### config.mk
export PLATFORM = sky130hd
export DESIGN_NAME = control_sequencer
export DESIGN_NICKNAME = d
export VERILOG_FILES = /design/src/rtl/control_sequencer.sv
export SDC_FILE = /design/constraint.sdc
export NUM_CORES = 1
export LEC_CHECK = 0
export CORE_UTILIZATION = 30
export CTS_BUF_LIST = sky130_fd_sc_hd__clkbuf_8 sky130_fd_sc_hd__clkbuf_16
export CTS_CLUSTER_SIZE = 16
export DETAILED_ROUTE_END_ITERATION = 6
export GPL_TIMING_DRIVEN = 0
export PLACE_DENSITY = 0.7
export SLEW_MARGIN = 10
export SYNTH_ARGS = -nofsm -noshare
export SYNTH_HDL_FRONTEND = slang
export SYNTH_SLANG_ARGS = --single-unit
### constraint.sdc
create_clock -name CLK -period 5.8 [get_ports CLK]
set_input_delay 1.16 -clock CLK [delete_from_list [all_inputs] [get_ports CLK]]
set_output_delay 1.16 -clock CLK [all_outputs]
set_load 0.005 [all_outputs]
### src/rtl/control_sequencer.sv
// control_sequencer
//   Microcode-free T-state sequencer for a small accumulator machine.
//   Every instruction takes six T-states on a registered one-hot ring.
//   T1-T3 fetch the instruction. T4-T6 execute it, decoded from IR_opcode.
//   HLT parks the ring in a sticky HALT state.
//
// Ports
//   CLK          system clock, rising-edge active
//   RESET        asynchronous active-low reset
//   run          1 advances one T-state per clock, 0 freezes the sequencer
//   IR_opcode    opcode field of the instruction register
//   PC_en        program counter increment
//   PC_OE        program counter drives the bus
//   PC_WE        program counter loads from the bus
//   MAR_in       MAR loads from the bus
//   RAM_out      RAM drives the bus
//   IR_in        IR loads from the bus
//   IR_out       IR operand field drives the bus
//   A_in         A loads from the bus
//   A_out        A drives the bus
//   B_in         B loads from the bus
//   ALU_out      ALU drives the bus
//   sub          ALU subtract select
//   OUT_in       output register loads from the bus
//   tstate       one-hot T-state (bit0 = T1 .. bit5 = T6), all zero when halted
//   halted       sticky halt flag
//   instr_count  completed-instruction counter, wraps at 255
//
// state | meaning
// ------+----------------------------------------------------------
// T1    | fetch: PC onto bus, latch into MAR
// T2    | fetch: increment PC
// T3    | fetch: RAM onto bus, latch into IR
// T4    | execute step 1; HLT leaves the ring here
// T5    | execute step 2
// T6    | execute step 3; leaving T6 counts one completed instruction
// HALT  | parked until reset, no strobes, tstate = 000000

module control_sequencer (
  input  logic       CLK,
  input  logic       RESET,
  input  logic       run,
  input  logic [3:0] IR_opcode,
  output logic       PC_en,
  output logic       PC_OE,
  output logic       PC_WE,
  output logic       MAR_in,
  output logic       RAM_out,
  output logic       IR_in,
  output logic       IR_out,
  output logic       A_in,
  output logic       A_out,
  output logic       B_in,
  output logic       ALU_out,
  output logic       sub,
  output logic       OUT_in,
  output logic [5:0] tstate,
  output logic       halted,
  output logic [7:0] instr_count
);

  typedef enum logic [5:0] {
    T1   = 6'b000001,
    T2   = 6'b000010,
    T3   = 6'b000100,
    T4   = 6'b001000,
    T5   = 6'b010000,
    T6   = 6'b100000,
    HALT = 6'b000000
  } state_t;

  localparam logic [3:0] OP_LDA = 4'b0000;
  localparam logic [3:0] OP_ADD = 4'b0001;
  localparam logic [3:0] OP_SUB = 4'b0010;
  localparam logic [3:0] OP_JMP = 4'b0011;
  localparam logic [3:0] OP_OUT = 4'b1110;
  localparam logic [3:0] OP_HLT = 4'b1111;

  state_t     state_q;
  state_t     state_d;
  logic       halted_q;
  logic       halted_d;
  logic [7:0] count_q;
  logic [7:0] count_d;
  logic       strobe_en;

  always_ff @(posedge CLK or negedge RESET) begin
    if (!RESET) begin
      state_q  <= T1;
      halted_q <= 1'b0;
      count_q  <= 8'd0;
    end else begin
      state_q  <= state_d;
      halted_q <= halted_d;
      count_q  <= count_d;
    end
  end

  // Strobes are also qualified by RESET so they drop the moment reset is
  // asserted, not at the next clock edge.
  assign strobe_en = RESET & run & ~halted_q;

  always_comb begin
    state_d  = state_q;
    halted_d = halted_q;
    count_d  = count_q;
    PC_en    = 1'b0;
    PC_OE    = 1'b0;
    PC_WE    = 1'b0;
    MAR_in   = 1'b0;
    RAM_out  = 1'b0;
    IR_in    = 1'b0;
    IR_out   = 1'b0;
    A_in     = 1'b0;
    A_out    = 1'b0;
    B_in     = 1'b0;
    ALU_out  = 1'b0;
    sub      = 1'b0;
    OUT_in   = 1'b0;

    if (run && !halted_q) begin
      case (state_q)
        T1: state_d = T2;
        T2: state_d = T3;
        T3: state_d = T4;
        T4: begin
          if (IR_opcode == OP_HLT) begin
            state_d  = HALT;
            halted_d = 1'b1;
          end else begin
            state_d = T5;
          end
        end
        T5: state_d = T6;
        T6: begin
          state_d = T1;
          count_d = count_q + 8'd1;
        end
        // HALT without the halted flag cannot be reached; restart the fetch.
        default: state_d = T1;
      endcase
    end

    if (strobe_en) begin
      case (state_q)
        T1: begin
          PC_OE  = 1'b1;
          MAR_in = 1'b1;
        end
        T2: PC_en = 1'b1;
        T3: begin
          RAM_out = 1'b1;
          IR_in   = 1'b1;
        end
        T4: begin
          case (IR_opcode)
            OP_LDA, OP_ADD, OP_SUB: begin
              IR_out = 1'b1;
              MAR_in = 1'b1;
            end
            OP_JMP: begin
              IR_out = 1'b1;
              PC_WE  = 1'b1;
            end
            OP_OUT: begin
              A_out  = 1'b1;
              OUT_in = 1'b1;
            end
            default: ;
          endcase
        end
        T5: begin
          case (IR_opcode)
            OP_LDA: begin
              RAM_out = 1'b1;
              A_in    = 1'b1;
            end
            OP_ADD, OP_SUB: begin
              RAM_out = 1'b1;
              B_in    = 1'b1;
            end
            default: ;
          endcase
        end
        T6: begin
          if (IR_opcode == OP_ADD || IR_opcode == OP_SUB) begin
            ALU_out = 1'b1;
            A_in    = 1'b1;
            sub     = (IR_opcode == OP_SUB);
          end
        end
        default: ;
      endcase
    end
  end

  assign tstate      = state_q;
  assign halted      = halted_q;
  assign instr_count = count_q;

endmodule

After elaboration in Yosys (flattened, before gate mapping)

Index checks and enable logic that the tools add are counted.

Bitwise logic cells: 3
Reduce and logical (&&, ||, !) cells: 9
Muxes and demuxes: 34
Equal/unequal tests: 11
$add $sub $neg: 1

Operator list:

| kind                                                             | count |
|---|---|
| 6-bit one-hot mux with 5 select lines                            | 1 |
| 1-bit two-way mux                                                | 29 |
| 8-bit by 1-bit adder with 8-bit output (second input constant)   | 1 |
| 4-bit by 2-bit == test with 1-bit output (second input constant) | 2 |
| 4-bit == test (second input constant)                            | 2 |
| 6-bit by 1-bit == test with 1-bit output (second input constant) | 1 |
| 6-bit by 2-bit == test with 1-bit output (second input constant) | 1 |
| 6-bit by 3-bit == test with 1-bit output (second input constant) | 1 |
| 6-bit by 4-bit == test with 1-bit output (second input constant) | 1 |
| 6-bit by 5-bit == test with 1-bit output (second input constant) | 1 |
| 6-bit == test (second input constant)                            | 1 |
| 1-bit one-hot mux with 2 select lines                            | 3 |
| 5-bit two-way mux                                                | 1 |
| 4-bit by 1-bit == test with 1-bit output (second input constant) | 1 |
| 4-bit zero test                                                  | 1 |
| 4-bit OR reduction                                               | 1 |
| 3-bit AND reduction                                              | 1 |
| 3-bit OR reduction                                               | 1 |
| 1-bit bitwise AND                                                | 2 |
| 2-bit AND reduction                                              | 1 |
| 2-bit OR reduction                                               | 1 |
| 1-bit logical AND                                                | 1 |
| 1-bit zero test                                                  | 1 |
| 1-bit logical OR                                                 | 1 |
| 1-bit NOT                                                        | 1 |

Register bits: 15

Logic depth before layout (Yosys ltp)

Depth in word-level cells: 5
Depth in mapped cells: 5

Worst setup path after synthesis

OpenSTA, ideal clock, no wires.

Path kind: input to output
Start point: in run
End point: out RAM_out
Arrival: 2220 ps
Stages: 4
Required time: 4640 ps
Path buffers: 0
Slack: 2420 ps
Path through: nor2b_1 -> nand2_1 -> or4_4 -> o32ai_2

Word-level cells in the longest chain between the ends: 3

RTL lines:

| what                           | line | RTL |
|---|---|---|
| from (decl)                    | 42   | `input logic run,` |
| 1-bit bitwise AND (2 in a row) | 101  | `assign strobe_en = RESET & run & ~halted_q;` |
| 1-bit two-way mux              | 144  | `if (strobe_en) begin` |
| to (decl)                      | 48   | `output logic RAM_out,` |

No other way between the ends.

Worst setup path after layout

Start point: in RESET
End point: out RAM_out

Word-level cells in the longest chain between the ends: 3

RTL lines:

| what                           | line | RTL |
|---|---|---|
| from (decl)                    | 41   | `input logic RESET,` |
| 1-bit bitwise AND (2 in a row) | 101  |  |
| 1-bit two-way mux              | 144  |  |

No other way between the ends.

==> results.md <==
- Status: finished, final reports clean
- Sequence of cells on the critical path: clkdlybuf4s50_1, nand2_1, or4_4, o32ai_2, clkdlybuf4s50_1
- Synthesis Warnings: 0
- Layout filler cell count: 280
- Crit path largest cell delay: 930 ps
- Tot Pwr: about 0.00036 W
- LEAKAGE: 0.504 nW
- Largest net degree at the start of global routing: 17
- Fmax: 201 MHz
- Root buffer cell: clkbuf_8
- Tcrit/Tclk final: 0.856
- Syn nets: 100
- Num CTS Buffers: 3
- Syn-to-layout area delta: 48.9%
- Final WL: around 2.3 mm
- CTS tree: yes
- Mapped cell area: between 800 and 900 um2
- Max Slew Vio Count: 0
- Iteration-0 DRC Markers: 10
- Worst min path class: flop to flop
- Max-capacitance violation count: 0
- CP Capture Type: output pin
- Layout Skew: 1.09 ps
- Ratio of cells with drive above 1 in the final layout: 0.100
- I/O pin total: 35
- Fin. Hold Viols: 0
- Setup Fix Bufs, Post-CTS: 0
- CP most frequent cell: clkdlybuf4s50_1
- Port bufs: 34
- Max IR drop VDD: 0.143 mV
- Library cells used by synthesis: 34
- Count of cells resized by post-cts repair: 0
- Clock transition at path regs: approximately 60 ps
- PwrDens: 280 mW/mm2
- Synthesis-stage register bit count: 15
- Fin nets: 139
- Grt ovf: 0
- Setup tns final: 0 ps
- Rows: 19
- Fin crit period: between 4000 and 5000 ps
- Initial antenna violation count: 0
- Starting density of the core: 0.318
- RSZ-0062 raised after global routing: no
- Hold-fix buffers, CTS: 0
- Wire length per cell: 14.2 um
- Router iterations before antenna repair: 4
- Via count: 877
- WHS Path Cells: 1
- Die Y: 56.0 um
- Commonest non-fill, non-tap cell in the layout: clkdlybuf4s50_1
- Most frequent cells in the layout: clkdlybuf4s50_1, dfrtp_1, nor2_1
- Cells after Synth: 92
- Slowest-stage cell, CP: clkdlybuf4s50_1
- Syn avg cell area: 9.52 um2
- H-Tree Depth: 1
- Num Clock Sinks: 15
- Fin util: 0.473
- Clock Latency Late Sink: 250 ps
- Core ar.: around 0.0028 mm2
- Register area share after synthesis: 0.430
- Final setup fails: 0
- Vias in the first global route: 848
- Critical Path AT: around 3800 ps
- N_diodes: 0
- Final hold slack: 477 ps
- Die width: 56.0 um
- Die area: 0.00314 mm2
- First-pass GRT wire length: roughly 3.9 mm
- DPL Wire Length: ~1.7 mm
- Deepest clock path buffer count: 2
- Tightest Pin Transition: slightly above 700 ps
- GRT Total Usage: 0.157
- R2r worst-path depth: 3
- Highest net fanout along the worst path: 16
- Gpl congestion: 0.813
- CP Launch Type: primary input
- # DRC: 0
- Post-route ant nets: 0
- DR vias/cell: between 5 and 6
- Relative slew slack: 0.524
- CP Class: primary input to output pin
- Worst path required time: 4640 ps
[flip-flops by register name, summed over array words and instances (netlist names)]
| signal | flops |
|---|---|
| tstate | 6 |
| halted | 1 |
| instr_count | 8 |
[cells in the mapped netlist]
cell type	count	area share
a211o_1	1	0.010
a211oi_1	1	0.0086
a21o_1	1	0.0086
a31o_2	1	0.010
and2_1	1	0.0071
and3_1	2	0.014
and4_1	1	0.010
buf_4	1	0.0086
clkbuf_1	2	0.0086
dfrtp_1	14	0.40
dfstp_2	1	0.030
ha_1	1	0.014
inv_1	1	0.0043
mux2_2	1	0.013
nand2_1	8	0.034
nand2b_1	5	0.036
nand3_1	1	0.0057
nand3b_1	2	0.017
nand4_1	4	0.029
nor2_1	11	0.047
nor2b_1	1	0.0071
nor3_1	5	0.029
nor3_2	1	0.011
nor4_1	3	0.021
o22ai_1	1	0.0071
o31ai_1	4	0.034
o32ai_2	1	0.019
or2_2	1	0.0071
or2b_1	1	0.0086
or3_1	1	0.0071
or4_1	2	0.017
or4_4	2	0.026
xnor2_1	8	0.080
xor2_1	1	0.010
[cells by family (layout without fill, tap and decap cells)]
kind of cell,count (synthesis),in the layout,synth area share
AND/OR/NAND/NOR,52,52,0.334
buffers and inverters,4,42,0.0214
XOR/XNOR,9,9,0.0900
AO/OA/AOI/OAI,10,10,0.0972
flip-flops,15,15,0.430
multiplexers,1,1,0.0129
adder cells (fa/ha/maj),1,1,0.0143
[worst max-delay path: cells and delay by family]
| kind | cells | cell delay, ps |
|---|---|---|
| buf+inv | 2 | 1470 |
| simple gates | 2 | 890 |
| compound gates | 1 | 280 |
[path summary, 6_finish.rpt]
kind / from / end / slack (ps)
worst max-delay path: RESET / RAM_out / 840
worst min register to register: instr_count[7] / instr_count[7] / 480
worst max register to register: tstate[1] / instr_count[1] / 3770
worst min-delay path: instr_count[7] / instr_count[7] / 480
min in group asynchronous: RESET / instr_count[3] / 1340
max in group asynchronous: RESET / tstate[5] / 4010
[final cells by class]
type                    count  area, um2  share of cell area
inverters                   1       3.75             0.00288
flip-flops and latches     15        377               0.289
plain buffers               3       15.0              0.0115
repair buffers             34        340               0.261
well taps                  31       38.8              0.0298
clock buffers               3       41.3              0.0317
clock inverters             1       7.51             0.00576
multi-input cells          73        480               0.369
[metrics by stage]
step | worst slack [ps] | area [um2] | cells
after floorplan | 2420 | 876 | 92
after global placement | 754 | 1250 | 157
after detailed placement | 776 | 1250 | 157
after CTS | 783 | 1300 | 161
after global routing | 674 | 1300 | 161
final | 835 | 1300 | 161
[metal layers]
metal,track usage,part of all wire
met3,0.0256,0.050
met2,0.277,0.50
met5,0,0
met1,0.185,0.43
met4,0.0732,0.012
[report_power, final]
| part | internal (W) | switching (W) | total, W |
|---|---|---|---|
| clock | 0.0000482 | 0.0000381 | 0.0000863 |
| combinational | 0.0000739 | 0.0000559 | 0.000130 |
| sequential | 0.000122 | 0.0000264 | 0.000149 |
| total | 0.000244 | 0.000120 | 0.000365 |
Note: power is estimated with default switching activity, not from simulation.
